===== src/rtl/lab2_cmd_parser_if.sv =====
// rtl/lab2_cmd_parser_if.sv - UART byte stream in (rx) and echo stream out (tx) for lab2_cmd_parser
interface lab2_cmd_parser_if;
    logic [7:0] rx_data;
    logic       rx_valid;
    logic [7:0] tx_data;
    logic       tx_valid;

    modport master (output rx_data, rx_valid, input  tx_data, tx_valid);
    modport slave  (input  rx_data, rx_valid, output tx_data, tx_valid);
endinterface


===== src/rtl/lab2_cmd_parser.sv =====
// rtl/lab2_cmd_parser.sv - ASCII "<hex><op><hex><CR>" parser feeding the Lab2 adder; echo under LAB2_CMD_PARSER_ECHO_EN
module lab2_cmd_parser #(
    parameter int RDY_CYCLES = 2,
    parameter int MAX_DIGITS = 2
) (
    input  logic             i_clk_in,
    input  logic             i_rst_n,
    lab2_cmd_parser_if.slave uart,
    output logic [7:0]       o_r1,
    output logic [7:0]       o_r2,
    output logic             o_cin,
    output logic             o_substrate_signal,
    output logic             o_data_rdy,
    output logic [7:0]       o_ctrl,
    output logic             o_ctrl_signal,
    output logic             o_err
);
    typedef enum logic [1:0] {S_R1, S_R2, S_ERR} state_t;

    localparam int         KEEP_BITS = (MAX_DIGITS >= 2) ? 8 : 4 * MAX_DIGITS;
    localparam logic [7:0] ACC_MASK  = 8'((16'd1 << KEEP_BITS) - 16'd1);
    localparam logic [3:0] RDY_LOAD  = 4'(RDY_CYCLES);

    state_t     r_state, w_state;
    logic [7:0] r_acc1, w_acc1, r_acc2, w_acc2;
    logic       r_has1, w_has1, r_has2, w_has2;
    logic       r_op_sub, w_op_sub, r_op_cin, w_op_cin;
    logic [7:0] r_r1, w_r1, r_r2, w_r2;
    logic       r_cin, w_cin, r_sub, w_sub;
    logic [3:0] r_rdy_cnt, w_rdy_cnt;
    logic       r_rdy_gap, w_rdy_gap;
    logic [7:0] r_ctrl, w_ctrl;
    logic       r_ctrl_sig, w_ctrl_sig;
    logic       r_err, w_err;
    logic       w_emit, w_clear;

    logic [7:0] w_b;
    logic       w_is_dig, w_is_hex, w_is_op, w_is_cr, w_is_sp, w_is_ctrl;
    logic [3:0] w_nib;

    assign w_b       = uart.rx_data;
    assign w_is_dig  = (w_b >= 8'h30) && (w_b <= 8'h39);
    assign w_is_hex  = w_is_dig || ((w_b >= 8'h41) && (w_b <= 8'h46)) || ((w_b >= 8'h61) && (w_b <= 8'h66));
    assign w_is_op   = (w_b == 8'h2B) || (w_b == 8'h2D) || (w_b == 8'h23);
    assign w_is_cr   = (w_b == 8'h0D);
    assign w_is_sp   = (w_b == 8'h20);
    assign w_is_ctrl = (w_b >= 8'h7A) && (w_b <= 8'h7F);
    // Letters A-F and a-f share low nibbles 1..6, so +9 maps both cases to 10..15.
    assign w_nib     = w_is_dig ? w_b[3:0] : w_b[3:0] + 4'd9;

    always_comb begin
        w_state    = r_state;
        w_acc1     = r_acc1;
        w_acc2     = r_acc2;
        w_has1     = r_has1;
        w_has2     = r_has2;
        w_op_sub   = r_op_sub;
        w_op_cin   = r_op_cin;
        w_ctrl     = r_ctrl;
        w_ctrl_sig = r_ctrl_sig;
        w_err      = 1'b0;
        w_emit     = 1'b0;
        w_clear    = 1'b0;
        if (uart.rx_valid) begin
            if (w_is_ctrl) begin
                w_ctrl     = w_b;
                w_ctrl_sig = 1'b1;
            end else begin
                if (w_is_hex || w_is_op) w_ctrl_sig = 1'b0;
                if (w_is_cr && r_ctrl_sig) w_ctrl = 8'h0D;
                case (r_state)
                    S_R1: begin
                        if (w_is_hex) begin
                            w_acc1 = {r_acc1[3:0], w_nib} & ACC_MASK;
                            w_has1 = 1'b1;
                        end else if (w_is_op) begin
                            if (r_has1) begin
                                w_op_sub = (w_b == 8'h2D);
                                w_op_cin = (w_b == 8'h23);
                                w_state  = S_R2;
                            end else begin
                                w_err = 1'b1;
                            end
                        end else if (w_is_cr) begin
                            w_err = r_has1;
                        end else if (!w_is_sp) begin
                            w_err = 1'b1;
                        end
                    end
                    S_R2: begin
                        if (w_is_hex) begin
                            w_acc2 = {r_acc2[3:0], w_nib} & ACC_MASK;
                            w_has2 = 1'b1;
                        end else if (w_is_cr && r_has2) begin
                            w_emit = 1'b1;
                        end else if (!w_is_sp) begin
                            w_err = 1'b1;
                        end
                    end
                    default: begin
                        if (w_is_cr) begin
                            w_state = S_R1;
                            w_clear = 1'b1;
                        end
                    end
                endcase
            end
        end
        if (w_err) w_state = S_ERR;
        if (w_emit) begin
            w_state = S_R1;
            w_clear = 1'b1;
        end
        if (w_clear) begin
            w_acc1   = 8'h00;
            w_acc2   = 8'h00;
            w_has1   = 1'b0;
            w_has2   = 1'b0;
            w_op_sub = 1'b0;
            w_op_cin = 1'b0;
        end
    end

    always_comb begin
        w_r1      = w_emit ? r_acc1   : r_r1;
        w_r2      = w_emit ? r_acc2   : r_r2;
        w_cin     = w_emit ? r_op_cin : r_cin;
        w_sub     = w_emit ? r_op_sub : r_sub;
        w_rdy_cnt = r_rdy_cnt;
        w_rdy_gap = 1'b0;
        // A re-emit during a live pulse drops rdy for one cycle so downstream sees a new rising edge.
        if (w_emit) begin
            if (r_rdy_cnt != 4'd0) w_rdy_gap = 1'b1;
            w_rdy_cnt = (r_rdy_cnt != 4'd0) ? 4'd0 : RDY_LOAD;
        end else if (r_rdy_gap) begin
            w_rdy_cnt = RDY_LOAD;
        end else if (r_rdy_cnt != 4'd0) begin
            w_rdy_cnt = r_rdy_cnt - 4'd1;
        end
    end

    always_ff @(posedge i_clk_in or negedge i_rst_n) begin
        if (!i_rst_n) begin
            r_state    <= S_R1;
            r_acc1     <= 8'h00;
            r_acc2     <= 8'h00;
            r_has1     <= 1'b0;
            r_has2     <= 1'b0;
            r_op_sub   <= 1'b0;
            r_op_cin   <= 1'b0;
            r_r1       <= 8'h00;
            r_r2       <= 8'h00;
            r_cin      <= 1'b0;
            r_sub      <= 1'b0;
            r_rdy_cnt  <= 4'd0;
            r_rdy_gap  <= 1'b0;
            r_ctrl     <= 8'h00;
            r_ctrl_sig <= 1'b0;
            r_err      <= 1'b0;
        end else begin
            r_state    <= w_state;
            r_acc1     <= w_acc1;
            r_acc2     <= w_acc2;
            r_has1     <= w_has1;
            r_has2     <= w_has2;
            r_op_sub   <= w_op_sub;
            r_op_cin   <= w_op_cin;
            r_r1       <= w_r1;
            r_r2       <= w_r2;
            r_cin      <= w_cin;
            r_sub      <= w_sub;
            r_rdy_cnt  <= w_rdy_cnt;
            r_rdy_gap  <= w_rdy_gap;
            r_ctrl     <= w_ctrl;
            r_ctrl_sig <= w_ctrl_sig;
            r_err      <= w_err;
        end
    end

    assign o_r1               = r_r1;
    assign o_r2               = r_r2;
    assign o_cin              = r_cin;
    assign o_substrate_signal = r_sub;
    assign o_data_rdy         = (r_rdy_cnt != 4'd0);
    assign o_ctrl             = r_ctrl;
    assign o_ctrl_signal      = r_ctrl_sig;
    assign o_err              = r_err;

`ifdef LAB2_CMD_PARSER_ECHO_EN
    logic [7:0] r_tx_data, r_skid, w_echo_b;
    logic       r_tx_valid, r_skid_v, r_lf_pend, w_echo_v;

    always_comb begin
        w_echo_v = 1'b0;
        w_echo_b = w_b;
        if (uart.rx_valid) begin
            if (w_err) begin
                w_echo_v = 1'b1;
                w_echo_b = 8'h3F;
            end else if (w_is_ctrl) begin
                w_echo_v = 1'b1;
            end else if (r_state == S_ERR) begin
                w_echo_v = w_is_cr;
            end else begin
                w_echo_v = w_is_hex || w_is_op || w_is_cr || w_is_sp;
            end
        end
    end

    // LF after CR takes the slot of any byte arriving right behind the CR; that byte waits one cycle in r_skid.
    always_ff @(posedge i_clk_in or negedge i_rst_n) begin
        if (!i_rst_n) begin
            r_tx_data  <= 8'h00;
            r_tx_valid <= 1'b0;
            r_skid     <= 8'h00;
            r_skid_v   <= 1'b0;
            r_lf_pend  <= 1'b0;
        end else begin
            r_tx_valid <= 1'b0;
            if (r_lf_pend) begin
                r_tx_data  <= 8'h0A;
                r_tx_valid <= 1'b1;
                r_lf_pend  <= 1'b0;
                if (w_echo_v) begin
                    r_skid   <= w_echo_b;
                    r_skid_v <= 1'b1;
                end
            end else if (r_skid_v) begin
                r_tx_data  <= r_skid;
                r_tx_valid <= 1'b1;
                r_lf_pend  <= (r_skid == 8'h0D);
                if (w_echo_v) r_skid <= w_echo_b;
                else          r_skid_v <= 1'b0;
            end else if (w_echo_v) begin
                r_tx_data  <= w_echo_b;
                r_tx_valid <= 1'b1;
                r_lf_pend  <= (w_echo_b == 8'h0D);
            end
        end
    end

    assign uart.tx_data  = r_tx_data;
    assign uart.tx_valid = r_tx_valid;
`else
    assign uart.tx_data  = 8'h00;
    assign uart.tx_valid = 1'b0;
`endif
endmodule

===== src/flat_wrapper.sv =====
// flat-port wrapper written by rule: the top's interface ports become plain ports
module lab2_cmd_parser_flat 
#(
    parameter int RDY_CYCLES = 2,
    parameter int MAX_DIGITS = 2
)
  (i_clk_in, i_rst_n, o_r1, o_r2, o_cin, o_substrate_signal, o_data_rdy, o_ctrl, o_ctrl_signal, o_err, uart_rx_data, uart_rx_valid, uart_tx_data, uart_tx_valid);
  lab2_cmd_parser_if uart_i ();
  input  logic i_clk_in;
  input  logic i_rst_n;
  output logic [7:0] o_r1;
  output logic [7:0] o_r2;
  output logic o_cin;
  output logic o_substrate_signal;
  output logic o_data_rdy;
  output logic [7:0] o_ctrl;
  output logic o_ctrl_signal;
  output logic o_err;
  input wire logic [$bits(uart_i.rx_data)-1:0] uart_rx_data;
  input wire logic [$bits(uart_i.rx_valid)-1:0] uart_rx_valid;
  output wire logic [$bits(uart_i.tx_data)-1:0] uart_tx_data;
  output wire logic [$bits(uart_i.tx_valid)-1:0] uart_tx_valid;
  assign uart_i.rx_data = uart_rx_data;
  assign uart_i.rx_valid = uart_rx_valid;
  assign uart_tx_data = uart_i.tx_data;
  assign uart_tx_valid = uart_i.tx_valid;
  lab2_cmd_parser #(.RDY_CYCLES(RDY_CYCLES), .MAX_DIGITS(MAX_DIGITS)) u_core (.i_clk_in(i_clk_in), .i_rst_n(i_rst_n), .uart(uart_i), .o_r1(o_r1), .o_r2(o_r2), .o_cin(o_cin), .o_substrate_signal(o_substrate_signal), .o_data_rdy(o_data_rdy), .o_ctrl(o_ctrl), .o_ctrl_signal(o_ctrl_signal), .o_err(o_err));
endmodule

===== config.mk =====
export PLATFORM = sky130hd
export DESIGN_NAME = lab2_cmd_parser_flat
export DESIGN_NICKNAME = d
export VERILOG_FILES = /design/src/rtl/lab2_cmd_parser_if.sv /design/src/rtl/lab2_cmd_parser.sv /design/src/flat_wrapper.sv
export SDC_FILE = /design/constraint.sdc
export NUM_CORES = 1
export LEC_CHECK = 0
export ABC_CLOCK_PERIOD_IN_PS = 2400
export CAP_MARGIN = 15
export CORE_MARGIN = 8
export CORE_UTILIZATION = 51
export CTS_CLUSTER_DIAMETER = 80
export DETAILED_ROUTE_END_ITERATION = 16
export PLACE_DENSITY = 0.81
export SYNTH_ARGS = -nofsm -noshare
export SYNTH_HDL_FRONTEND = slang
export SYNTH_SLANG_ARGS = --single-unit

===== constraint.sdc =====
create_clock -name i_clk_in -period 2.4 [get_ports i_clk_in]
set_input_delay 0.24 -clock i_clk_in [delete_from_list [all_inputs] [get_ports i_clk_in]]
set_output_delay 0.24 -clock i_clk_in [all_outputs]
set_load 0.02 [all_outputs]

Word-level counts from Yosys, hierarchy flattened
Cells that the tools add are included.

operators by class
  eq/ne operators = 13
  add/subtract/negate cells = 2
  reductions and logical operators = 31
  magnitude comparators = 8
  multiplexer cells = 73

operators with widths
  kind                                                                                  count
  8-bit two-way mux                                                                     12
  1-bit two-way mux                                                                     46
  8-bit by 6-bit == test with 1-bit output (second input constant)                      4
  8-bit by 7-bit greater-or-equal comparator with 1-bit output (second input constant)  3
  8-bit by 7-bit <= comparator with 1-bit output (second input constant)                3
  2-bit two-way mux                                                                     9
  4-bit two-way mux                                                                     4
  2-bit nonzero test                                                                    8
  8-bit by 4-bit == test with 1-bit output (second input constant)                      1
  8-bit by 6-bit greater-or-equal comparator with 1-bit output (second input constant)  1
  8-bit by 6-bit <= comparator with 1-bit output (second input constant)                1
  4-bit by 1-bit inequality test with 1-bit output (second input constant)              2
  4-bit AND reduction                                                                   2
  4-bit nonzero test                                                                    2
  7-bit AND reduction                                                                   1
  1-bit logical AND                                                                     6
  3-bit by 1-bit inequality test with 1-bit output (second input constant)              2
  6-bit AND reduction                                                                   1
  3-bit nonzero test                                                                    2
  1-bit logical OR                                                                      5
  4-bit adder (second input constant)                                                   1
  2-bit by 1-bit inequality test with 1-bit output (second input constant)              2
  4-bit by 2-bit inequality test with 1-bit output (second input constant)              1
  2-bit one-hot mux with 2 select lines                                                 1
  6 further kinds                                                                       7

word-level totals
  register bits = 55
  output and inout bits = 38

Longest topological paths before layout
  word-level depth = 11
  mapped depth = 9

Least setup slack after synthesis
OpenSTA, ideal clock, no wires.

  kind = input port to flip-flop
  from = input port uart_rx_data[1]
  to = register u_core.r_acc2[4]
  data arrival time = 1.652 ns
  setup slack = 0.627 ns
  path buffers = 1
  cell stages on the path = 7
  setup time = 0.121 ns
  path through = inv_1 -> ha_1 -> o311ai_1 -> a21boi_2 -> and2_1 -> buf_4 -> a22o_1

on the way
  word-level cells in the longest chain between the ends = 11
  elaborated cells on any way between the ends = 32

ends and longest elaborated chain
  what                                                                                                     RTL line                                      source
  from (decl)                                                                                              flat_wrapper.sv:19                            input wire logic [$bits(uart_i.rx_data)-1:0] uart_rx_data;
  8-bit by 6-bit greater-or-equal comparator with 1-bit output (tied with other cells)                     lab2_cmd_parser.sv:42                         assign w_is_dig = (w_b >= 8'h30) && (w_b <= 8'h39);
  1-bit logical AND (on tied branches)                                                                     lab2_cmd_parser.sv:42, lab2_cmd_parser.sv:43
  1-bit logical OR (2 in series)                                                                           lab2_cmd_parser.sv:43                         assign w_is_hex = w_is_dig || ((w_b >= 8'h41) && (w_b <= 8'h46)) || ((w_b >= 8'h61) && (w_b <= 8'h66));
  1-bit two-way mux                                                                                        lab2_cmd_parser.sv:91                         if (w_is_hex) begin
  1-bit two-way mux                                                                                        lab2_cmd_parser.sv:71                         case (r_state)
  1-bit two-way mux                                                                                        lab2_cmd_parser.sv:65                         if (w_is_ctrl) begin
  1-bit two-way mux                                                                                        lab2_cmd_parser.sv:64                         if (uart.rx_valid) begin
  1-bit two-way mux                                                                                        lab2_cmd_parser.sv:110                        if (w_emit) begin
  2-bit by 1-bit inequality test with 1-bit output (no line) / 2-bit nonzero test (equally long branches)  --
  4-bit AND reduction (no line)                                                                            --
  to (signal assigned)                                                                                     lab2_cmd_parser.sv:163                        r_acc2 <= w_acc2;
  to (decl)                                                                                                lab2_cmd_parser.sv:25                         logic [7:0] r_acc1, w_acc1, r_acc2, w_acc2;

Several ways; a longest one is shown, not always the timed one.
A chain may end at the register's enable or synchronous reset.

Final worst setup path
  from = register u_core.r_rdy_cnt[0]
  to = output port o_data_rdy

on the way
  word-level cells in the longest chain between the ends = 1

ends and longest elaborated chain
  what                    RTL line                source
  from (decl)             lab2_cmd_parser.sv:30   logic [3:0] r_rdy_cnt, w_rdy_cnt;
  from (signal assigned)  lab2_cmd_parser.sv:172  r_rdy_cnt <= w_rdy_cnt;
  4-bit nonzero test      lab2_cmd_parser.sv:184  assign o_data_rdy = (r_rdy_cnt != 4'd0);
  to (decl)               flat_wrapper.sv:15      output logic o_data_rdy;

Every way passes these cells.

==> impl_results.md <==
* CP Launch Type: flop
* Metal3 WL at approximately 210 um
* WL met2 at approximately 2500 um
* Total CTS buffers at 5
* Most used cell, CP: inv_1
* CP arrival at roughly 1900 ps
* Mux contribution to synthesized area at 0.0126
* GRT Total Usage at 0.147
* Synth Area in Compound Gates at 0.152
* Final ANT Viol Nets at 0
* Final setup vio count at 0
* Top_reg_cell synth: dfrtp_1
* Layout net count at 315
* Synth Area in Simple Gates at 0.203
* Initial antenna violation count at 0
* Post_cts resized at 0
* Cell area after technology mapping at roughly 2600 um2
* First-pass GRT wire length at around 9000 um
* Number of synthesized flops with an enable pin at 0
* Synth warn at 0
* Sequential Power Share at 0.559
* Highest metal used: met4
* Total wire length at about 5200 um
* Adder-cell share of the synthesized area at 0.0242
* Port Buf Inserts at 39
* Skew-Pair Late Insertion Delay at 300 ps
* Worst Skew at between 9 and 10 ps
* # diodes at 0
* Worst hold path class: in2async
* Hold Violations, Final at 0
* Wl on met1 at 2410 um
* Critical Setup Path Class: reg2out
* Layout cells sized above 1 at 0.113
* Avg Inst Size Synth at approximately 10 um2
* Maximum VDD drop at roughly 0.00029 V
* Total global routing overflow at 0
* Core area at 5010 um2
* Area of the die at 7610 um2
* FF-to-FF setup slack at 700 ps
* Largest stage delay, worst path at between 600 and 700 ps
* Util after Layout at 0.628
* Iteration count of the initial detailed-routing pass at 4
* Max_cap viols at 0
* Pwr Density at between 500 and 600 nW/um2
* Combinational fraction of design power at 0.160
* Internal at ~1.4 mW
* Clk slew on worst S/H paths at 100 ps
* Initial Util at 0.516
* Inst Count DP at between 300 and 400
* Fin cells at 370
* XOR/XNOR Fraction of Synth Area at 0.0169
* RSZ-0062 raised after global routing: false
* Fillers at ~450
* # rows at 26
* Nature of the critical path endpoint: output port
* Synth Register Bits at between 50 and 60
* Synth-to-Final Area Change at 21.5%
* NetSw at 0.490 mW
* Relative slew slack at 0.559
* DR vias/cell at around 5.2
* CTS Sinks at 55
* Drt wl/cell at about 14 um
* Seq/Total Area, Yosys at 0.532
* Chip Height at ~87 um
* Final Cycle Share at 0.883
* Post-CTS setup buffer count at 0
* Slew @ Worst Pin at ~660 ps
* Largest family of logic cells by synthesized area: simple AND/OR/NAND/NOR gates
* Hold buffers post-CTS at 0
* Post-route setup TNS at 0 ps
* Outcome: complete, no violations
* Crit path cell chain: inv_1 > ha_1 > and2_1 > inv_1 > clkdlybuf4s50_1
* Max stage delay cell, worst path: clkdlybuf4s50_1
* H-tree depth at 2
* LEAKAGE at between 1.5 and 2 nW
* Slew Viols, Final at 0
* DRC at 0
* Synth unique cells at 52
* TritonCTS clock tree: yes
* Ys async rst share at 1.00
* Switch share at 0.264
* Final HPWL DP at slightly below 4000 um
* Ports at 49
* Maximum number of pins on one net before global-route repair at 56
* Die Wd at slightly below 90 um
* Worst Path Max Fanout at 5
* Initial drt markers at just under 100
* Worst EP required at 2160 ps
* Vias in the first global route at roughly 1900
* CTS max path bufs at 2
* Root Buffer: clkbuf_8
* Max Clk Rate at around 0.47 GHz
* Power share of the clock group at 0.281
* GP Congestion at between 0.8 and 0.9
* Total number of vias at between 1500 and 2000
* Post-Synthesis Cells at 255
* Minimum clock period at 2120 ps
## power groups by stage
stage	Sequential, mW	Clock, mW	Combinational (mW)
detailed placement	1.05	0	0.300
floorplan	1.08	0	0.137
finish	1.04	0.520	0.296
global placement	1.05	0	0.298
global route	1.05	0.581	0.322
CTS	1.04	0.537	0.300
## path summary, 6_finish.rpt
kind	from	end	depth (start not counted)
worst max register to register	u_core.r_state[0]	u_core.r_state[0]	5
worst max-delay path	u_core.r_rdy_cnt[0]	o_data_rdy	5
max in group asynchronous	i_rst_n	u_core.o_r2[1]	2
worst min-delay path	i_rst_n	u_core.r_rdy_cnt[1]	2
worst min register to register	u_core.r_acc2[5]	u_core.o_r2[5]	2
min in group i_clk_in	u_core.r_acc2[5]	u_core.o_r2[5]	2
## per-layer routing
layer	track usage	vias up
met5	0	-
met4	0.0438	0
li1	-	950
met2	0.254	38
met3	0.0292	7
met1	0.181	937
## per-stage QoR
stage	setup slack (ps)	power, mW	area (um2)	hold slack, ps
CTS	262	1.87	3140	66.9
detailed placement	59.7	1.35	3050	399
finish	281	1.85	3140	50.5
global placement	50.8	1.35	3050	395
floorplan	627	1.22	2620	-55.6
global route	189	1.95	3140	106
## logic make-up after synthesis
family | Yosys count
AND/OR/NAND/NOR | 113
flip-flops | 55
AO/OA/AOI/OAI | 47
buffers and inverters | 26
adder cells (fa/ha/maj) | 5
XOR/XNOR | 5
multiplexers | 3
other | 1
## critical path, delay by kind of cell (launching register included)
kind	cells	cell delay [ps]
simple gates	1	190
flops	1	350
fa+ha+maj	1	200
buf+inv	3	840
## cell type report
class	instances	area, um2	area share
Clock buffer	6	82.6	0.0263
Sequential cell	55	1380	0.438
Inverter	7	26.3	0.00836
Tap cell	70	87.6	0.0279
Clock inverter	2	16.3	0.00517
Multi-Input combinational cell	182	1090	0.347
Timing Repair Buffer	48	465	0.148
## cell usage in the layout (no fill, tap or decap), drive strengths merged, types with 3 or more instances in the layout
cell | synthesis | routed
nand2b | 4 | 4
dfrtp | 55 | 55
and3 | 3 | 3
nand2 | 70 | 70
ha | 5 | 5
a22o | 14 | 14
nor3 | 4 | 4
clkdlybuf4s50 | 0 | 38
and2 | 4 | 4
a21oi | 5 | 5
xnor2 | 4 | 4
a2bb2oi | 3 | 3
nor2 | 10 | 10
buf | 16 | 10
conb | 1 | 9
nand3 | 4 | 4
inv | 7 | 7
o21ai | 7 | 7
clkbuf | 3 | 6
nor4 | 4 | 4
## cell usage after synthesis (all sizes together) (2+ instances only)
master | instances | area share
ha | 5 | 0.024
nor3 | 4 | 0.0077
dfrtp | 55 | 0.53
a22oi | 2 | 0.0058
nand2b | 4 | 0.0097
nor4 | 4 | 0.012
o22ai | 2 | 0.0073
clkbuf | 3 | 0.0044
nor2 | 10 | 0.015
a21o | 2 | 0.0058
and3 | 3 | 0.0073
and2 | 4 | 0.0097
o21ai | 7 | 0.018
xnor2 | 4 | 0.014
a22o | 14 | 0.047
nand3b | 2 | 0.0073
a21oi | 5 | 0.014
buf | 16 | 0.044
o2bb2ai | 2 | 0.0068
nand2 | 70 | 0.10
mux2 | 2 | 0.0087
nor2b | 2 | 0.0048
nand3 | 4 | 0.0077
a211oi | 2 | 0.0077
inv | 7 | 0.010
or2 | 2 | 0.0048
a2bb2oi | 3 | 0.013
## flip-flops by register name, summed over array words and instances (netlist names)
signal / count
u_core.o_ctrl: 8
u_core.o_r1: 8
u_core.o_r2: 8
u_core.r_acc1: 8
u_core.r_acc2: 8
u_core.r_rdy_cnt: 4
u_core.r_state: 2
u_core.o_cin: 1
u_core.o_ctrl_signal: 1
u_core.o_err: 1
u_core.o_substrate_signal: 1
u_core.r_has1: 1
u_core.r_has2: 1
u_core.r_op_cin: 1
u_core.r_op_sub: 1
u_core.r_rdy_gap: 1
Note: power is estimated with default switching activity, not from simulation.
